--- src/rtl/dut_cmd_arbiter_if.sv ---
// Requester-side and slave-side handshake bundle for the command arbiter.
// The slave modport is the arbiter's view; the master modport drives it.
interface dut_cmd_arbiter_if #(
  parameter int NREQ   = 4,
  parameter int CMD_W  = 2,
  parameter int ADR_W  = 4,
  parameter int DATA_W = 3
);
  logic [NREQ-1:0]        req_valid;
  logic [NREQ*CMD_W-1:0]  req_cmd;
  logic [NREQ*ADR_W-1:0]  req_adr;
  logic [NREQ*DATA_W-1:0] req_data;
  logic [NREQ-1:0]        req_ready;
  logic                   slv_valid;
  logic [CMD_W-1:0]       slv_cmd;
  logic [ADR_W-1:0]       slv_adr;
  logic [DATA_W-1:0]      slv_data;
  logic                   slv_ready;

  modport slave (
    input  req_valid, req_cmd, req_adr, req_data, slv_ready,
    output req_ready, slv_valid, slv_cmd, slv_adr, slv_data
  );

  modport master (
    output req_valid, req_cmd, req_adr, req_data, slv_ready,
    input  req_ready, slv_valid, slv_cmd, slv_adr, slv_data
  );
endinterface

--- src/rtl/dut_cmd_arbiter.sv ---
// Round-robin arbiter with per-grant burst limit, feeding one registered
// output beat to the shared slave command port.
module dut_cmd_arbiter #(
  parameter int NREQ      = 4,
  parameter int CMD_W     = 2,
  parameter int ADR_W     = 4,
  parameter int DATA_W    = 3,
  parameter int MAX_BURST = 4
) (
  input  logic                    clk,
  input  logic                    rst_n,
  dut_cmd_arbiter_if.slave        bus,
  output logic [$clog2(NREQ)-1:0] grant_id,
  output logic                    grant_act
);
  localparam int IDW = $clog2(NREQ);

  typedef enum logic {IDLE, GRANT} state_t;

  state_t               state, next_state;
  logic [IDW-1:0]       ptr, owner, pick;
  logic [3:0]           burst_cnt;
  logic [NREQ-1:0]      ready_vec;
  logic                 accept, last_beat, any_req;

  logic                 slv_valid_q;
  logic [CMD_W-1:0]     slv_cmd_q;
  logic [ADR_W-1:0]     slv_adr_q;
  logic [DATA_W-1:0]    slv_data_q;

  logic [NREQ-1:0][CMD_W-1:0]  cmd_a;
  logic [NREQ-1:0][ADR_W-1:0]  adr_a;
  logic [NREQ-1:0][DATA_W-1:0] data_a;

  for (genvar i = 0; i < NREQ; i++) begin : g_unpack
    assign cmd_a[i]  = bus.req_cmd[i*CMD_W +: CMD_W];
    assign adr_a[i]  = bus.req_adr[i*ADR_W +: ADR_W];
    assign data_a[i] = bus.req_data[i*DATA_W +: DATA_W];
  end

  assign any_req   = |bus.req_valid;
  assign accept    = bus.req_valid[owner] && ready_vec[owner];
  assign last_beat = (burst_cnt == 4'(MAX_BURST - 1));

  // Scan downward so the last hit wins: that is the first valid from ptr upward.
  always_comb begin
    pick = '0;
    for (int k = NREQ - 1; k >= 0; k--) begin
      if (bus.req_valid[(int'(ptr) + k) % NREQ])
        pick = IDW'((int'(ptr) + k) % NREQ);
    end
  end

  always_ff @(posedge clk) begin
    if (!rst_n) state <= IDLE;
    else        state <= next_state;
  end

  always_comb begin
    next_state = state;
    case (state)
      IDLE:  if (any_req) next_state = GRANT;
      GRANT: if (!bus.req_valid[owner] || (accept && last_beat)) next_state = IDLE;
      default: next_state = IDLE;
    endcase
  end

  always_comb begin
    ready_vec = '0;
    grant_act = 1'b0;
    if (state == GRANT) begin
      grant_act        = 1'b1;
      ready_vec[owner] = !slv_valid_q || bus.slv_ready;
    end
  end

  always_ff @(posedge clk) begin
    if (!rst_n) begin
      ptr         <= '0;
      owner       <= '0;
      grant_id    <= '0;
      burst_cnt   <= '0;
      slv_valid_q <= 1'b0;
      slv_cmd_q   <= '0;
      slv_adr_q   <= '0;
      slv_data_q  <= '0;
    end else begin
      if (state == IDLE && any_req) begin
        owner     <= pick;
        grant_id  <= pick;
        burst_cnt <= '0;
      end
      // A new accept overwrites a draining beat, keeping 1 beat/cycle.
      if (state == GRANT && accept) begin
        slv_valid_q <= 1'b1;
        slv_cmd_q   <= cmd_a[owner];
        slv_adr_q   <= adr_a[owner];
        slv_data_q  <= data_a[owner];
        burst_cnt   <= burst_cnt + 4'd1;
      end else if (slv_valid_q && bus.slv_ready) begin
        slv_valid_q <= 1'b0;
        slv_cmd_q   <= '0;
        slv_adr_q   <= '0;
        slv_data_q  <= '0;
      end
      if (state == GRANT && next_state == IDLE)
        ptr <= (owner == IDW'(NREQ - 1)) ? '0 : owner + 1'b1;
    end
  end

  assign bus.req_ready = ready_vec;
  assign bus.slv_valid = slv_valid_q;
  assign bus.slv_cmd   = slv_cmd_q;
  assign bus.slv_adr   = slv_adr_q;
  assign bus.slv_data  = slv_data_q;
endmodule
--- src/flat_wrapper.sv ---
// flat-port wrapper written by rule: the top's interface ports become plain ports
module dut_cmd_arbiter_flat 
#(
  parameter int NREQ      = 4,
  parameter int CMD_W     = 2,
  parameter int ADR_W     = 4,
  parameter int DATA_W    = 3,
  parameter int MAX_BURST = 4
)
  (clk, rst_n, grant_id, grant_act, bus_req_valid, bus_req_cmd, bus_req_adr, bus_req_data, bus_slv_ready, bus_req_ready, bus_slv_valid, bus_slv_cmd, bus_slv_adr, bus_slv_data);
  dut_cmd_arbiter_if #(.NREQ(NREQ), .CMD_W(CMD_W), .ADR_W(ADR_W), .DATA_W(DATA_W)) bus_i ();
  input  logic clk;
  input  logic rst_n;
  output logic [$clog2(NREQ)-1:0] grant_id;
  output logic grant_act;
  input wire logic [$bits(bus_i.req_valid)-1:0] bus_req_valid;
  input wire logic [$bits(bus_i.req_cmd)-1:0] bus_req_cmd;
  input wire logic [$bits(bus_i.req_adr)-1:0] bus_req_adr;
  input wire logic [$bits(bus_i.req_data)-1:0] bus_req_data;
  input wire logic [$bits(bus_i.slv_ready)-1:0] bus_slv_ready;
  output wire logic [$bits(bus_i.req_ready)-1:0] bus_req_ready;
  output wire logic [$bits(bus_i.slv_valid)-1:0] bus_slv_valid;
  output wire logic [$bits(bus_i.slv_cmd)-1:0] bus_slv_cmd;
  output wire logic [$bits(bus_i.slv_adr)-1:0] bus_slv_adr;
  output wire logic [$bits(bus_i.slv_data)-1:0] bus_slv_data;
  assign bus_i.req_valid = bus_req_valid;
  assign bus_i.req_cmd = bus_req_cmd;
  assign bus_i.req_adr = bus_req_adr;
  assign bus_i.req_data = bus_req_data;
  assign bus_i.slv_ready = bus_slv_ready;
  assign bus_req_ready = bus_i.req_ready;
  assign bus_slv_valid = bus_i.slv_valid;
  assign bus_slv_cmd = bus_i.slv_cmd;
  assign bus_slv_adr = bus_i.slv_adr;
  assign bus_slv_data = bus_i.slv_data;
  dut_cmd_arbiter #(.NREQ(NREQ), .CMD_W(CMD_W), .ADR_W(ADR_W), .DATA_W(DATA_W), .MAX_BURST(MAX_BURST)) u_core (.clk(clk), .rst_n(rst_n), .bus(bus_i), .grant_id(grant_id), .grant_act(grant_act));
endmodule
--- config.mk ---
export PLATFORM = sky130hd
export DESIGN_NAME = dut_cmd_arbiter_flat
export DESIGN_NICKNAME = d
export VERILOG_FILES = /design/src/rtl/dut_cmd_arbiter_if.sv /design/src/rtl/dut_cmd_arbiter.sv /design/src/flat_wrapper.sv
export SDC_FILE = /design/constraint.sdc
export NUM_CORES = 1
export LEC_CHECK = 0
export CORE_MARGIN = 2
export CORE_UTILIZATION = 40
export DETAILED_ROUTE_END_ITERATION = 8
export PLACE_DENSITY = 0.77
export SLEW_MARGIN = 30
export SYNTH_ARGS = -nofsm -noshare
export SYNTH_HDL_FRONTEND = slang
export SYNTH_SLANG_ARGS = --single-unit
--- constraint.sdc ---
create_clock -name clk -period 3.1 [get_ports clk]
set_clock_uncertainty 0.2 [all_clocks]
set_input_delay 0.465 -clock clk [delete_from_list [all_inputs] [get_ports clk]]
set_output_delay 0.465 -clock clk [all_outputs]
set_load 0.1 [all_outputs]
# Word level (Yosys, flattened, before mapping)
# Index checks and enable logic that the tools add are counted.
# op_classes
magnitude_cmp	6
bitwise_logic	6
eq_ne	2
reduce_logical	17
mux	43
add_sub_neg	5
# op_table
cell	n
$mux 4	6
$mux 2	8
$mux 1	15
$bmux 1 s2	6
$lt 3x4->1 const B	3
$mux 3	3
$bmux 4 s2	1
$logic_and 1x1->1	7
$bmux 3 s2	1
$lt 2x3->1 const B	2
$reduce_or 2->1	3
$add 2x1->2 const B	2
$add 2x2->2 const B	2
$add 4x1->4 const B	1
$and 4x4->4	1
$bmux 2 s2	1
$eq 4x2->1 const B	1
$reduce_bool 2->1	2
$reduce_or 4->1	1
$and 1x1->1 const A	3
$demux 1 s2	1
$eq 2x2->1 const B	1
$ge 2x1->1 const B	1
$logic_not 1->1	2
other kinds (3)	5
# totals
ff_bits	19
output_inout_bits	17

# Depth between registers and ports, before layout
# Gate-level depths: netlist of the first run.
# depth
ltp_word	15
depth_mapped	9
mapped_depth_nobuf	6

# Least setup slack after synthesis of the first run
# OpenSTA, ideal clock, no wires.
# synth_timing
kind	reg-to-reg
from	register, netlist name u_core.grant_id[0]
to	register u_core.burst_cnt[2]
setup_ns	0.113
path_stages_with_launch	10
arrival_time_ns	2.745
slack_ns	0.042
t_required_ns	2.787
path_cell_list	dfxtp_1 buf_6 buf_2 inv_1 ha_1 mux4_2 and4_4 buf_2 nand4b_1 nand2_1
# synth_rtl
item	line	source
end signal: assignment	dut_cmd_arbiter.sv:99	burst_cnt <= burst_cnt + 4'd1;
end: declaration	dut_cmd_arbiter.sv:22	logic [3:0] burst_cnt;

==> results of run 1 <==
## worst max-delay path: stages, from the launching register on
cell	delay, ps
dfxtp_1	570
inv_1	120
ha_1	230
mux4_2	520
and4_4	270
a211o_1	290
nand2_1	50
## synthesized netlist by cell type
library cell   n  share of area [%]
o221ai_1       1               0.70
mux4_1         2                4.2
buf_6          2                1.8
buf_1          1               0.30
o21a_1         2                1.2
nand2_1       21                6.3
a211o_1        1               0.70
buf_2          3                1.2
or4_1          1               0.60
nand3_1       12                4.8
nand4_1        1               0.50
inv_1          3               0.90
nor2_1         4                1.2
nor3b_1        2                1.2
o21ai_0        1               0.40
clkbuf_1       2               0.60
or3_1          1               0.50
a21oi_1        4                1.6
nand4_2        1                1.0
nor4_1         1               0.50
clkbuf_4       1               0.60
nand4b_1       1               0.70
and3_1         5                2.5
a21boi_2       1               0.90
or2b_4         1               0.90
clkinv_1       1               0.30
a21boi_1      14                8.4
ha_1           5                5.0
dfxtp_1       19                 30
mux2i_1        3                2.4
mux4_2         9                 16
and4_4         1               0.90
or2_1          1               0.50
## cells in the final DEF (no fill, tap or decap), types with 3 or more instances in the layout
master,netlist,routed
a21boi_1,14,14
a21oi_1,4,4
and3_1,5,5
buf_12,0,4
buf_4,0,15
clkbuf_4,1,3
clkdlybuf4s50_1,0,42
dfxtp_1,19,19
ha_1,5,5
inv_1,3,3
mux2i_1,3,3
mux4_2,9,9
nand2_1,21,21
nand3_1,12,12
nor2_1,4,4
## flip-flops by register name, indices dropped and copies added (netlist names)
signal	flops
u_core.burst_cnt	4
u_core.bus.slv_adr	4
u_core.bus.slv_data	3
u_core.ptr	2
u_core.bus.slv_cmd	2
u_core.state	1
u_core.grant_id	2
u_core.bus.slv_valid	1
## final cells by class
cell class                 instances  area, um2
fill                             240       1127
multi-input combinational         96      798.3
timing repair buffer              61      613.1
sequential                        19      380.4
tap                               33      41.29
clock buffer                       3      22.52
inverter                           4      15.01
clock inverter                     1      5.005
## where the power goes
part           internal [mW]  total [mW]  switching, mW
clock network         0.0480       0.122         0.0740
registers              0.259       0.275         0.0161
logic                  0.126       0.301          0.175
total                  0.432       0.698          0.265
## cell families after synthesis
family	count (synthesis)	share of synthesized area, %
compound gates	24	13.91
simple gates	53	22.12
buf+inv	13	5.705
mux	14	22.82
fa+ha+maj	5	5.005
flops	19	30.43
## final timing paths
path / depth (start not counted) / endpoint / from
worst max-delay path: 6 / u_core.burst_cnt[2]$_SDFFE_PN0P_ / u_core.grant_id[0]$_SDFFE_PN0P_
worst min-delay path: 2 / u_core.bus.slv_cmd[1]$_SDFFE_PN0P_ / u_core.bus.slv_cmd[1]$_SDFFE_PN0P_
worst max register to register: 6 / u_core.burst_cnt[2]$_SDFFE_PN0P_ / u_core.grant_id[0]$_SDFFE_PN0P_
worst min register to register: 2 / u_core.bus.slv_cmd[1]$_SDFFE_PN0P_ / u_core.bus.slv_cmd[1]$_SDFFE_PN0P_
## layer usage
layer / up-vias / routed length [um]
li1: 585 / -
met1: 580 / 1329
met2: 35 / 1696
met3: 4 / 126
met4: 0 / 55
met5: - / 0
==> flow_summary.json, run 1 <==
{
  "outcome": "finished clean",
  "hold_violations": 0,
  "grt_most_used_layer": "met2",
  "place_inst": 213,
  "power_density_nw_per_um2": 371.9,
  "hold_ws_ps": 277.5,
  "p_leak_nw": 0.7278,
  "yosys_warnings": 0,
  "cts_root_buffer": "clkbuf_4",
  "post-route-util_pct": 62.46,
  "clkSlewWorstSetupHoldPaths_ps": 110,
  "use_met2_pct": 31.99,
  "cts_tree": "yes",
  "ys_seq_elements": 19,
  "cp-start-kind": "register",
  "diodes": 0,
  "dpl-instance-area_um2": 1848,
  "cts_buffers": 3,
  "crit_fanout": 12,
  "pin_count": 60,
  "nNetsFinal": 233,
  "grt.overflow.total": 0,
  "ctsLongestPathBuffers": 2,
  "worstMarginPinSlew_ps": 680.4,
  "track_usage_pct": 19.40,
  "firstDrtPassIters": 4,
  "synth.distinct_cells": 33,
  "vdd.ir_drop.worst_mv": 0.1647,
  "rows": 20,
  "avgSynthCellArea_um2": 9.765,
  "timing.setup.tns_ps": 0,
  "post-cts-setup-buffer-count": 0,
  "slew_viol_final": 0,
  "timing.slew.headroom_pct": 54.50,
  "syn_area_um2": 1250,
  "grt_max_degree": 23,
  "place_ws_ps": 539.3,
  "crit_type": "reg -> reg",
  "post_cts_resized": 0,
  "core_area_um2": 3003,
  "period_minus_slack_ps": 2304,
  "ys_seq_area_share_pct": 30.43,
  "grt_pass1_vias": 1146,
  "fp.dieArea_um2": 3588,
  "cp_data_required_time_ps": 3140,
  "synthToLayoutAreaGrowth_pct": 50.05,
  "wl_per_cell_um": 14.78,
  "dpl.hpwl_um": 2650,
  "grt_first_pass_wirelength_um": 5230,
  "via_per_inst": 5.548,
  "drt-total-wl_um": 3208,
  "ctsHoldBuffers": 0,
  "met3_usage_pct": 3.680,
  "initial_core_util_pct": 41.63,
  "stdcell_area_um2": 1876,
  "drt_drc_violations_left": 0,
  "drv_cap": 0,
  "r2r_setup_slack_ps": 800,
  "grt_util_met1_pct": 25.78,
  "cts.sinks": 19,
  "p_total_mw": 0.6975,
  "clk_latency_ps": 300,
  "syn_inst": 128,
  "setup_slack_ps": 796.5,
  "fp.dieH_um": 59.90,
  "place_congestion": 0.7668,
  "drive_above_1_share_pct": 19.57,
  "dr_total_vias": 1204,
  "setup_violations": 0,
  "ant_nets": 0,
  "max_clock_freq_mhz": 434.1,
  "arrival_ps": 2340,
  "syn-num-nets": 176,
  "min_path_type": "reg -> reg",
  "die_x_um": 59.90,
  "port-buffer-count": 59,
  "final_cells": 217,
  "grt_antenna_before_repair": 0,
  "rsz0062_at_grt": "false",
  "end_kind": "register",
  "htree_levels": 1,
  "drt_iter0_markers": 36,
  "min_period_over_period_pct": 74.31
}
(Power assumes the default switching activity.)
==> inputs of run 2 (changes only) <==
==> constraint.sdc (replaced) <==
create_clock -name clk -period 2.4 [get_ports clk]
set_clock_uncertainty 0.2 [all_clocks]
set_input_delay 0.36 -clock clk [delete_from_list [all_inputs] [get_ports clk]]
set_output_delay 0.36 -clock clk [all_outputs]
set_load 0.1 [all_outputs]
==> run 2 against run 1 <==
  * Global-route usage is 0.79 points lower
  * Sequential power grew 32%
  * Non-clock buffer count up 1
  * Highest routed layer unchanged
  * Register-to-register slack lost 610 ps
  * Critical path type unchanged
  * Fmax is 4.2% higher
  * Combinational power is 26% higher
  * Routed wire length decreased by 5.5%
  * Hold slack got worse by 1.8 ps
  * First-iteration DRC count rose by 67%
==> flow_summary.json, run 2 (synthesis gave the netlist of run 1 again) <==
{
  "outcome": "finished clean",
  "r2r_start": "u_core.grant_id[0]$_SDFFE_PN0P_",
  "slew_viol_final": 0,
  "worstHoldEndpoint": "u_core.bus.slv_data[0]$_SDFFE_PN0P_",
  "synthToLayoutAreaGrowth_pct": 51.65,
  "cts_buffers": 3,
  "hold_start": "u_core.bus.slv_data[0]$_SDFFE_PN0P_",
  "p_sw_mw": 0.3388,
  "final_cell_mix": "42 x clkdlybuf4s50_1, 21 x nand2_1, 17 x dfxtp_1",
  "crit_type": "reg -> reg",
  "via_per_inst": 5.472,
  "place_congestion": 0.7612,
  "timing.setup.tns_ps": 0,
  "rows": 20,
  "port-buffer-count": 59,
  "grt_util_met1_pct": 24.97,
  "drt_iter0_markers": 60,
  "initial_core_util_pct": 41.63,
  "setup_slack_ps": 189.3,
  "hold_violations": 0,
  "place_ws_ps": 121.7,
  "grt_antenna_before_repair": 0,
  "htree_levels": 1,
  "p_seq_share_pct": 40.4,
  "clkSlewWorstSetupHoldPaths_ps": 110,
  "drv_cap": 0,
  "min_period_over_period_pct": 92.11,
  "die_x_um": 59.90,
  "period_minus_slack_ps": 2211,
  "diodes": 0,
  "worst_r2r_path_depth": 6,
  "nFillCells": 255,
  "crit_fanout": 17,
  "drive_above_1_share_pct": 23.24,
  "wl_per_cell_um": 13.91,
  "stdcell_area_um2": 1896,
  "timing.slew.headroom_pct": 73.43,
  "firstDrtPassIters": 4,
  "grt.overflow.total": 0,
  "p_leak_nw": 0.7308,
  "comb_power_share_pct": 42.2,
  "clock_power_share_pct": 17.3,
  "met3_usage_pct": 3.463,
  "grt_first_pass_wirelength_um": 5092,
  "fp.dieArea_um2": 3588,
  "dr_total_vias": 1193,
  "cts.sinks": 19,
  "max_clock_freq_mhz": 452.3,
  "internal_power_mw": 0.5608,
  "fp.dieH_um": 59.90,
  "end_kind": "register",
  "p_total_mw": 0.8996,
  "pin_count": 60,
  "dpl.hpwl_um": 2512,
  "grt_most_used_layer": "met2",
  "ant_nets": 0,
  "cp_data_required_time_ps": 2450,
  "min_delay_path_depth": 2,
  "worstMarginPinSlew_ps": 397.3,
  "cts_tree": "yes",
  "setup_violations": 0,
  "core_area_um2": 3003,
  "r2r_setup_slack_ps": 190,
  "drt-total-wl_um": 3033,
  "arrival_ps": 2260,
  "cts_root_buffer": "clkbuf_4",
  "nNetsFinal": 234,
  "clk_latency_ps": 290,
  "ctsHoldBuffers": 0,
  "rsz0062_at_grt": "false",
  "sw_frac_of_total_pct": 37.66,
  "cp-start-kind": "register",
  "dpl-instance-area_um2": 1868,
  "post_cts_resized": 0,
  "drt_drc_violations_left": 0,
  "post-cts-setup-buffer-count": 0,
  "track_usage_pct": 18.61,
  "min_path_type": "reg -> reg",
  "rr_endpoint": "u_core.burst_cnt[2]$_SDFFE_PN0P_",
  "use_met2_pct": 30.28,
  "grt_max_degree": 18,
  "final_common_cell": "clkdlybuf4s50_1",
  "grt_pass1_vias": 1155,
  "vdd.ir_drop.worst_mv": 0.2972,
  "power_density_nw_per_um2": 474.6,
  "ctsLongestPathBuffers": 2
}
run 2: how the worst max path moves through the flow:
stage / to / cells past startpoint / slack (ps) / startpoint
finish: u_core.burst_cnt[2]$_SDFFE_PN0P_ / 6 / 190 / u_core.grant_id[0]$_SDFFE_PN0P_
global route: u_core.bus.slv_data[1]$_SDFFE_PN0P_ / 7 / 5 / u_core.grant_id[0]$_SDFFE_PN0P_
CTS: u_core.burst_cnt[2]$_SDFFE_PN0P_ / 6 / 170 / u_core.grant_id[0]$_SDFFE_PN0P_
detailed placement: u_core.burst_cnt[2]$_SDFFE_PN0P_ / 5 / 120 / bus_req_valid[0]
global placement: u_core.burst_cnt[2]$_SDFFE_PN0P_ / 5 / 170 / bus_req_valid[0]
floorplan: u_core.burst_cnt[2]$_SDFFE_PN0P_ / 9 / -20 / u_core.grant_id[0]$_SDFFE_PN0P_
run 2: through the flow:
| step | std cells | hold slack [ps] | util (%) |
|---|---|---|---|
| 2_1_floorplan | 128 | 251.4 | - |
| 6_report | 218 | 275.7 | 63.13 |
| 3_3_place_gp | 214 | 255.7 | 62.21 |
| 3_5_place_dp | 214 | 262.4 | 62.21 |
| 4_1_cts | 218 | 278.0 | 63.13 |
| 5_1_grt | 218 | 300.2 | 63.13 |
run 2: power groups by stage:
stage | sequential [mW] | combinational, mW | clock, mW
floorplan | 0.461 | 0.162 | 0
global placement | 0.370 | 0.376 | 0
detailed placement | 0.372 | 0.381 | 0
CTS | 0.364 | 0.382 | 0.161
global route | 0.369 | 0.401 | 0.176
finish | 0.364 | 0.380 | 0.156
run 2: final cells by class:
class | instances | area, um2 | share of cell area, %
Multi-Input combinational cell | 96 | 803.3 | 42.38
Timing Repair Buffer | 62 | 620.6 | 32.74
Sequential cell | 19 | 387.9 | 20.46
Tap cell | 33 | 41.29 | 2.178
Clock buffer | 3 | 22.52 | 1.188
Inverter | 4 | 15.01 | 0.7921
Clock inverter | 1 | 5.005 | 0.2640
run 2: critical path, cell delays in order, from the launching register on:
cell	delay (ps)
dfxtp_4	530
inv_1	100
ha_1	220
mux4_2	500
and4_4	270
a211o_1	300
nand2_1	50
run 2: per-layer routing:
metal | wire, um | share of wire (%) | vias up
met5 | 0 | 0 | -
met4 | 38 | 1.3 | 0
met3 | 136 | 4.5 | 2
met2 | 1574 | 52 | 36
met1 | 1283 | 42 | 567
li1 | - | - | 588
